## config.mk

```make
export PLATFORM = sky130hd
export DESIGN_NAME = byte_word_packer
export DESIGN_NICKNAME = d
export VERILOG_FILES = /design/src/rtl/byte_word_packer.sv
export SDC_FILE = /design/constraint.sdc
export NUM_CORES = 1
export LEC_CHECK = 0
export CORE_UTILIZATION = 57
export CTS_CLUSTER_DIAMETER = 80
export DETAILED_ROUTE_END_ITERATION = 10
export HOLD_SLACK_MARGIN = 0.03
export PLACE_DENSITY = 0.84
export SLEW_MARGIN = 20
export SYNTH_ARGS = -nofsm -noshare
export SYNTH_HDL_FRONTEND = slang
export SYNTH_SLANG_ARGS = --single-unit
```

## constraint.sdc

```tcl
create_clock -name clk -period 3.5 [get_ports clk]
set_input_delay 0.7 -clock clk [delete_from_list [all_inputs] [get_ports clk]]
set_output_delay 0.7 -clock clk [all_outputs]
set_load 0.01 [all_outputs]
```

## src/rtl/byte_word_packer.sv

```systemverilog
// byte_word_packer
//   Packs a stream of SYM_W-bit symbols into SYMS-symbol words. The first
//   symbol of a word lands in lane 0 (LSB_FIRST=1) or lane SYMS-1
//   (LSB_FIRST=0). in_last closes a word early. The completed word sits in a
//   registered output slot that holds steady under backpressure.
//
// Ports
//   clk        clock, rising edge
//   rst        synchronous active-high reset
//   in_valid   in_data / in_last valid this cycle
//   in_ready   block can accept a symbol this cycle
//   in_data    input symbol
//   in_last    accepted symbol ends a packet (closes the word early)
//   out_valid  out_data / out_keep / out_last hold a complete word
//   out_ready  consumer takes the word this cycle
//   out_data   assembled word; lanes never written are zero
//   out_keep   one bit per lane holding a valid symbol
//   out_last   word ends a packet
module byte_word_packer #(
    parameter int SYM_W     = 8,
    parameter int SYMS      = 4,
    parameter int LSB_FIRST = 1
) (
    input  logic                  clk,
    input  logic                  rst,
    input  logic                  in_valid,
    output logic                  in_ready,
    input  logic [SYM_W-1:0]      in_data,
    input  logic                  in_last,
    output logic                  out_valid,
    input  logic                  out_ready,
    output logic [SYMS*SYM_W-1:0] out_data,
    output logic [SYMS-1:0]       out_keep,
    output logic                  out_last
);

    localparam int CNT_W = ($clog2(SYMS) > 1) ? $clog2(SYMS) : 1;
    localparam logic [CNT_W-1:0] LAST_CNT = CNT_W'(SYMS - 1);

    logic [CNT_W-1:0]      cnt;
    logic [CNT_W-1:0]      lane;
    logic [SYMS*SYM_W-1:0] acc;
    logic [SYMS*SYM_W-1:0] acc_next;
    logic [SYMS-1:0]       acc_keep;
    logic [SYMS-1:0]       keep_next;
    logic                  in_fire;
    logic                  out_fire;
    logic                  closing;

    // The slot can take a new word when it is empty or being drained now.
    assign in_ready = !out_valid || out_ready;
    assign in_fire  = in_valid && in_ready;
    assign out_fire = out_valid && out_ready;
    assign closing  = in_fire && (in_last || (cnt == LAST_CNT));

    always_comb begin
        lane = (LSB_FIRST != 0) ? cnt : (LAST_CNT - cnt);
    end

    // Accumulator and keep mask with the current symbol merged in; used both
    // for the running partial word and for the word loaded into the slot.
    always_comb begin
        acc_next  = acc;
        keep_next = acc_keep;
        for (int unsigned i = 0; i < SYMS; i++) begin
            if (CNT_W'(i) == lane) begin
                acc_next[i*SYM_W +: SYM_W] = in_data;
                keep_next[i]               = 1'b1;
            end
        end
    end

    always_ff @(posedge clk) begin
        if (rst) begin
            cnt       <= '0;
            acc       <= '0;
            acc_keep  <= '0;
            out_valid <= 1'b0;
            out_data  <= '0;
            out_keep  <= '0;
            out_last  <= 1'b0;
        end else begin
            if (in_fire) begin
                if (closing) begin
                    out_data <= acc_next;
                    out_keep <= keep_next;
                    out_last <= in_last;
                    acc      <= '0;
                    acc_keep <= '0;
                    cnt      <= '0;
                end else begin
                    acc      <= acc_next;
                    acc_keep <= keep_next;
                    cnt      <= cnt + 1'b1;
                end
            end
            // A close reloads the slot even when it drains on the same edge.
            if (closing) begin
                out_valid <= 1'b1;
            end else if (out_fire) begin
                out_valid <= 1'b0;
            end
        end
    end

endmodule

```

# Word level (Yosys, flattened, before mapping)
# Index checks and enable logic that the tools add are counted.
# Widths: inputs -> output; s select.
# totals
rom_bits	0
n_memories	0
input_bits	13
wordCells	34
ff_bits	76
latchBits	0
output_inout_bits	39
mem_bits_rw	0
# op_classes
multipliers	0
bitwise_logic	0
n_reduce_logical	9
add_sub_neg	1
n_eq_ne	4
div	0
shift	0
muxes	13
magnitude_cmp	0
# ops
operator	count
$mux 32	1
$mux 8	4
$mux 1	6
$eq 2x2->1 const A	2
$mux 4	1
$logic_and 1x1->1	3
$add 2x1->2 const B	1
$eq 1x2->1 const A	1
$eq 2x2->1 const B	1
$logic_not 2->1	1
$logic_or 1x1->1	2
$mux 2	1
$reduce_and 2->1	1
$reduce_bool 2->1	1
$logic_not 1->1	1

# Logic depth before layout (Yosys ltp)
# Gate-level depths: netlist (run 1).
# depth
word_depth	5
ltp_mapped	7
mapped_depth_nobuf	5

# Least setup slack after synthesis (run 1)
# Ideal clock, no wire load.
# synth_timing
path_kind	input to output
startpoint	input port out_ready
endpoint	output port in_ready
required_ns	2.800
path_stages	3
setup_slack_ns	1.659
path_buffers	1
arrival_time_ns	1.141
path_cell_list	nor2b_4 inv_2 buf_2
# synth_between
elab_chain_len	1
# synth_lines
element	line_no	source
start: declaration	31	input logic out_ready,
$logic_or 1x1->1	51	assign in_ready = !out_valid || out_ready;
end: declaration	27	output logic in_ready,
# No other way between the ends.

# Worst setup path in the final report (run 1)
# Ends and elaborated chain as after synthesis.

==> impl_metrics.csv, run 1 <==
group,metric,value,unit
finish,areaGrowthSynthToFinish,21.6,%
grt,grt_use_total,0.285,
worst_setup_path,crit_family,"buffers and inverters",
timing,tns,0,ps
yosys,synth_ff_type,"dfxtp_1",
yosys,synth.yosys.warnings,0,
placement,dpl_cell_area,3770,sq um
route,routed_wl,8.04,mm
route,vias_per_cell,6.27,
worst_setup_path,setup.worst_path.class,"in -> out",
yosys,yosysUniqueCellTypes,33,
floorplanning,dieArea,6100,sq um
worst_setup_path,cp.arrival,2070,ps
timing,finalMaxSlewViolations,0,
floorplanning,start_util,0.596,
yosys,synth-xor-area-share,0,
yosys,synth_fa_ha_area_frac,0.0152,
timing,hold_viol_final,0,
yosys,synth_top_cells_by_area,"dfxtp_1 46%, mux2i_1 9.7%, a31oi_1 7.4%",
worst_setup_path,cp_common_cell,"clkdlybuf4s50_1",
cts,path_clk_slew,70,ps
yosys,syn_inst,326,
route,wl_per_cell,18.2,um
cts,clock-sinks,76,
finish,drive_above_1_share,0.125,
timing,min_period,2770,ps
yosys,synth_top_area_share,0.461,
yosys,netlist_top_cells_count,"76 x dfxtp_1, 39 x a31oi_1, 32 x mux2i_1",
yosys,synth.most_common_cell,"dfxtp_1",
yosys,yosys.area_share.simple,0.0833,
timing,rsz0062_at_grt,"no",
floorplanning,die_h,78.1,um
cts,cts_root_buffer,"clkbuf_8",
timing,fmax,0.361,GHz
worst_setup_path,max_stage_delay,480,ps
finish,final_cells,441,
timing,setup_slack,727,ps
flow_run,cap_violations,0,
yosys,yosys.area.top_type,"dfxtp_1",
cts,clk_latency,360,ps
grt,antenna_found_initial,0,
placement,dpl_worst_slack,732,ps
timing,tightest_slew,809,ps
outcome,outcome,"finished, final reports clean",
pwr,p_per_area,507,nW/um^2
cts,clock_tree.htree_level_count,3,
grt,grt_pass1_wl,13.3,mm
cts,cts-resized-gates,0,
placement,io_buffers,51,
yosys,ys_seq_area_frac,0.461,
yosys,synth_fp_nets,343,
worst_setup_path,critical_path_buf_inv_count,3,
worst_setup_path,worstPathRequired,2800,ps
route,drc_errors,0,
floorplanning,num_rows,27,
finish,finish.instance_area,4020,sq um
yosys,synth_edf_count,0,
cts,cts_hold_buf,0,
yosys,syn_avg_cell_area,10.1,sq um
route,ant_nets,0,
placement,place_congestion,0.834,
finish,fillers,418,
yosys,syn_area,3300,sq um
cts,cts_buffers,9,
timing,fin_skew,6.37,ps
yosys,synth.area.mux_share,0.0970,
yosys,synth-compound-area-share,0.260,
grt,grt_pass1_vias,2625,
min_path,hold_class,"reg -> reg",
finish,fin_util,0.725,
timing,setup_viol,0,
worst_setup_path,end_kind,"output port",
worst_setup_path,path_cells,"clkdlybuf4s50_1 > nor2b_4 > inv_2 > clkdlybuf4s50_1",
placement,hpwl,4.90,mm
grt,grt_max_degree,51,
route,vias,2767,
placement,placed_cells,425,
worst_setup_path,rrSetupSlack,1260,ps
pwr,peakVddDrop,0.295,mV
yosys,synthArstFlopShare,0,
yosys,synth_top_family_by_area,"compound AO/OA/AOI/OAI gates",
worst_setup_path,cp_max_fo,14,
worst_setup_path,crit_slowest_cell,"clkdlybuf4s50_1",
timing,period_share,0.792,
cts,clock_path_buffers,2,
finish,n_antenna_cell,0,
cts,cts_tree,"yes",
finish,final_nets,381,
grt,grt.overflow.total,0,
floorplanning,die_w,78.1,um
cts,post_cts_buffers,0,
route,drt_iter0_markers,189,
worst_setup_path,crit_path_start_kind,"primary input",
timing,maxSlewHeadroom,0.461,
route,first_pass_iters,5,
floorplanning,ios,52,
yosys,synth-seq-cells,76,
pwr,p_leak,0.00134,uW
floorplanning,core_area,5540,sq um
[final timing paths]
| kind | start | endpoint | depth (start not counted) |
|---|---|---|---|
| setup / recovery | out_ready | in_ready | 4 |
| hold / removal | acc[26] | acc[26] | 1 |
| setup reg to reg | cnt[0] | acc[27] | 5 |
| hold reg to reg | acc[26] | acc[26] | 1 |
[kinds of logic (layout without fill, tap and decap cells)]
family | count (synthesis) | after routing
AOI/OAI and AO/OA | 112 | 112
DFF | 76 | 76
buffers and inverters | 57 | 100
and+or+nand+nor | 45 | 45
muxes | 32 | 32
adders and majority gates | 4 | 4
[report_power, final]
part / internal (uW) / switching, uW / total (uW) / leakage (uW)
combinational: 126 / 160 / 287 / 0.000590
sequential: 903 / 21.3 / 925 / 0.000620
clock: 512 / 315 / 827 / 0.000127
[final cells by class]
cell class | count | area [sq um] | area share
Inverter | 26 | 97.6 | 0.0243
Tap cell | 72 | 90.1 | 0.0224
Multi-Input combinational cell | 193 | 1500 | 0.374
Timing Repair Buffer | 58 | 553 | 0.138
Clock inverter | 4 | 95.1 | 0.0237
Clock buffer | 12 | 155 | 0.0386
Sequential cell | 76 | 1520 | 0.379
[cells in the final DEF (no fill, tap or decap), types with 3 or more instances in the layout]
master | Yosys | final
ha_1 | 4 | 4
bufinv_16 | 0 | 3
nand4_1 | 5 | 5
inv_1 | 23 | 23
a31oi_1 | 39 | 39
buf_4 | 3 | 7
nor2_1 | 7 | 7
nor3_1 | 4 | 4
a21oi_1 | 7 | 7
o21ai_0 | 6 | 6
a211oi_1 | 25 | 25
and2_1 | 9 | 9
dfxtp_1 | 76 | 76
clkdlybuf4s50_1 | 0 | 49
a211oi_2 | 11 | 11
nand2_1 | 9 | 9
clkbuf_8 | 0 | 11
o32ai_1 | 20 | 20
nand3_1 | 3 | 3
mux2i_1 | 32 | 32
[metrics by stage]
stage | total power (uW) | hold WS, ps
3_5_place_dp | 1220 | 444
4_1_cts | 2040 | 464
6_report | 2040 | 460
2_1_floorplan | 1120 | 429
5_1_grt | 2100 | 478
3_3_place_gp | 1220 | 442
[state kept, by name, indices dropped and copies added, names as in the netlist]
name	flops
acc	32
out_data	32
acc_keep	4
out_keep	4
cnt	2
out_last	1
out_valid	1
[metal layers]
| metal | vias to the layer above | routed length (um) | part of all wire | GRT usage |
|---|---|---|---|---|
| li1 | 1304 | - | - | - |
| met1 | 1317 | 3630 | 0.45 | 0.388 |
| met2 | 128 | 3590 | 0.45 | 0.421 |
| met3 | 18 | 588 | 0.073 | 0.0512 |
| met4 | 0 | 228 | 0.028 | 0.170 |
| met5 | - | 0 | 0 | 0 |
Power figures use the tool's default switching activity.
==> inputs of run 2 (changes only) <==
Settings changed: CORE_UTILIZATION 57 to 53, PLACE_DENSITY 0.84 to 0.79.
Clock period 3.5 ns to 2.75 ns, I/O delays scaled along.
==> run 2 against run 1 <==
  * Non-clock buffer count is 3 higher
  * Total power is 16% higher
  * Die area is 7.3% higher
  * Register-to-register slack worse by 470 ps
  * Critical path depth stayed put
  * First-iteration DRC count is 14% lower
  * Cell count is 1.1% higher
  * Sequential cell count stayed put
  * Utilization is 5.5 points lower
  * Critical path type unchanged
  * Critical endpoint unchanged
==> impl_metrics.csv, run 2 (same netlist as run 1, synthesis figures left out) <==
group,metric,value,unit
outcome,outcome,"finished, final reports clean",
route,drc_errors,0,
worst_setup_path,critical_path_buf_inv_count,3,
route,ant_nets,0,
worst_setup_path,crit_path_start_kind,"primary input",
cts,cts_hold_buf,0,
placement,dpl_cell_area,3800,sq um
floorplanning,ios,52,
route,routed.top_layer,"met4",
cts,path_clk_slew,70,ps
timing,fin_skew,9.59,ps
timing,maxSlewHeadroom,0.477,
timing,min_period,2440,ps
worst_setup_path,path_cells,"clkdlybuf4s50_1 > nor2b_4 > inv_2 > clkdlybuf4s50_1",
grt,grt_pass1_vias,2525,
grt,grt_pass1_wl,12.8,mm
timing,fmax,0.410,GHz
cts,cts_buffers,9,
route,wl_met3,413,um
floorplanning,num_rows,28,
worst_setup_path,cp.arrival,1890,ps
route,drt_iter0_markers,163,
pwr,p_per_area,590,nW/um^2
timing,setup_viol,0,
timing,hold_viol_final,0,
timing,tightest_slew,780,ps
grt,antenna_found_initial,0,
placement,hpwl,4.92,mm
grt,grt.overflow.total,0,
cts,post_cts_buffers,0,
worst_setup_path,crit_family,"buffers and inverters",
finish,fin_util,0.670,
cts,clock-sinks,76,
worst_setup_path,max_stage_delay,480,ps
worst_setup_path,cp_max_fo,14,
route,vias_per_cell,6.15,
cts,cts_tree,"yes",
floorplanning,dieArea,6550,sq um
worst_setup_path,crit_slowest_cell,"clkdlybuf4s50_1",
pwr,p_total,2350,uW
route,routed_wl,7.99,mm
timing,tns,0,ps
timing,period_share,0.886,
finish,top_regs,"acc (32), out_data (32)",
pwr,peakVddDrop,0.357,mV
placement,dpl_worst_slack,299,ps
placement,io_buffers,51,
timing,finalMaxSlewViolations,0,
finish,finish.instance_area,3990,sq um
worst_setup_path,worstPathRequired,2200,ps
cts,clk_latency,350,ps
route,first_pass_iters,4,
floorplanning,core_area,5960,sq um
floorplanning,die_h,80.9,um
route,vias,2743,
floorplanning,start_util,0.555,
route,wl_met2,3.74,mm
timing,setup_slack,313,ps
cts,clock_tree.htree_level_count,3,
grt,grt_max_degree,59,
pwr,p_leak,0.00133,uW
flow_run,cap_violations,0,
finish,final_nets,384,
placement,place_congestion,0.807,
worst_setup_path,cp_common_cell,"clkdlybuf4s50_1",
worst_setup_path,end_kind,"output port",
cts,cts_root_buffer,"clkbuf_8",
floorplanning,die_w,80.9,um
cts,cts-resized-gates,0,
worst_setup_path,setup.worst_path.class,"in -> out",
route,m1WireLength,3.74,mm
worst_setup_path,rrSetupSlack,790,ps
finish,layout_common_cells,"76 x dfxtp_1, 49 x clkdlybuf4s50_1, 39 x a31oi_1",
route,wl_per_cell,17.9,um
finish,final_common_cell,"dfxtp_1",
grt,grt_use_total,0.263,
timing,rsz0062_at_grt,"no",
cts,clock_path_buffers,2,
finish,areaGrowthSynthToFinish,20.9,%
min_path,hold_class,"reg -> reg",
finish,n_antenna_cell,0,
finish,drive_above_1_share,0.129,
[run 2: changes by cell type in the layout (fill, tap and decap cells not counted)]
cell	change
clkbuf_8	+2
buf_12	+1
bufinv_16	-3
buf_4	+2
[run 2: cell type report]
type | instances | area (sq um)
repair buffers | 61 | 588
multi-input cells | 193 | 1500
clock buffers | 14 | 183
inverters | 26 | 97.6
fillers | 498 | 1960
flip-flops and latches | 76 | 1520
clock inverters | 1 | 5.00
well taps | 75 | 93.8
[run 2: power by group]
group	internal [uW]	leakage, uW	switching [uW]
registers	1150	0.000620	25.5
clock network	421	0.0000986	389
logic	164	0.000610	205
total	1740	0.00133	620
[run 2: stage by stage]
step / cells / hold slack [ps]
after detailed placement: 431 / 445
after floorplan: 326 / 429
after global placement: 431 / 443
after CTS: 446 / 465
after global routing: 446 / 494
final: 446 / 466
[run 2: final timing paths]
path              startpoint          end  cells after the start
setup / recovery   out_ready     in_ready                      4
hold / removal       acc[24]      acc[24]                      1
setup reg to reg      cnt[1]  out_data[3]                      6
hold reg to reg      acc[24]      acc[24]                      1
[run 2: routing by layer]
| layer | GRT usage | vias up |
|---|---|---|
| met1 | 0.354 | 1338 |
| met5 | 0 | - |
| met3 | 0.0607 | 10 |
| met2 | 0.411 | 85 |
| li1 | - | 1310 |
| met4 | 0.0946 | 0 |
[run 2: worst reg2reg max path, stage by stage (launching register included)]
cell,delay (ps)
dfxtp_1,390
ha_1,230
buf_4,270
or2_1,340
buf_4,270
a31oi_1,120
a211oi_1,260
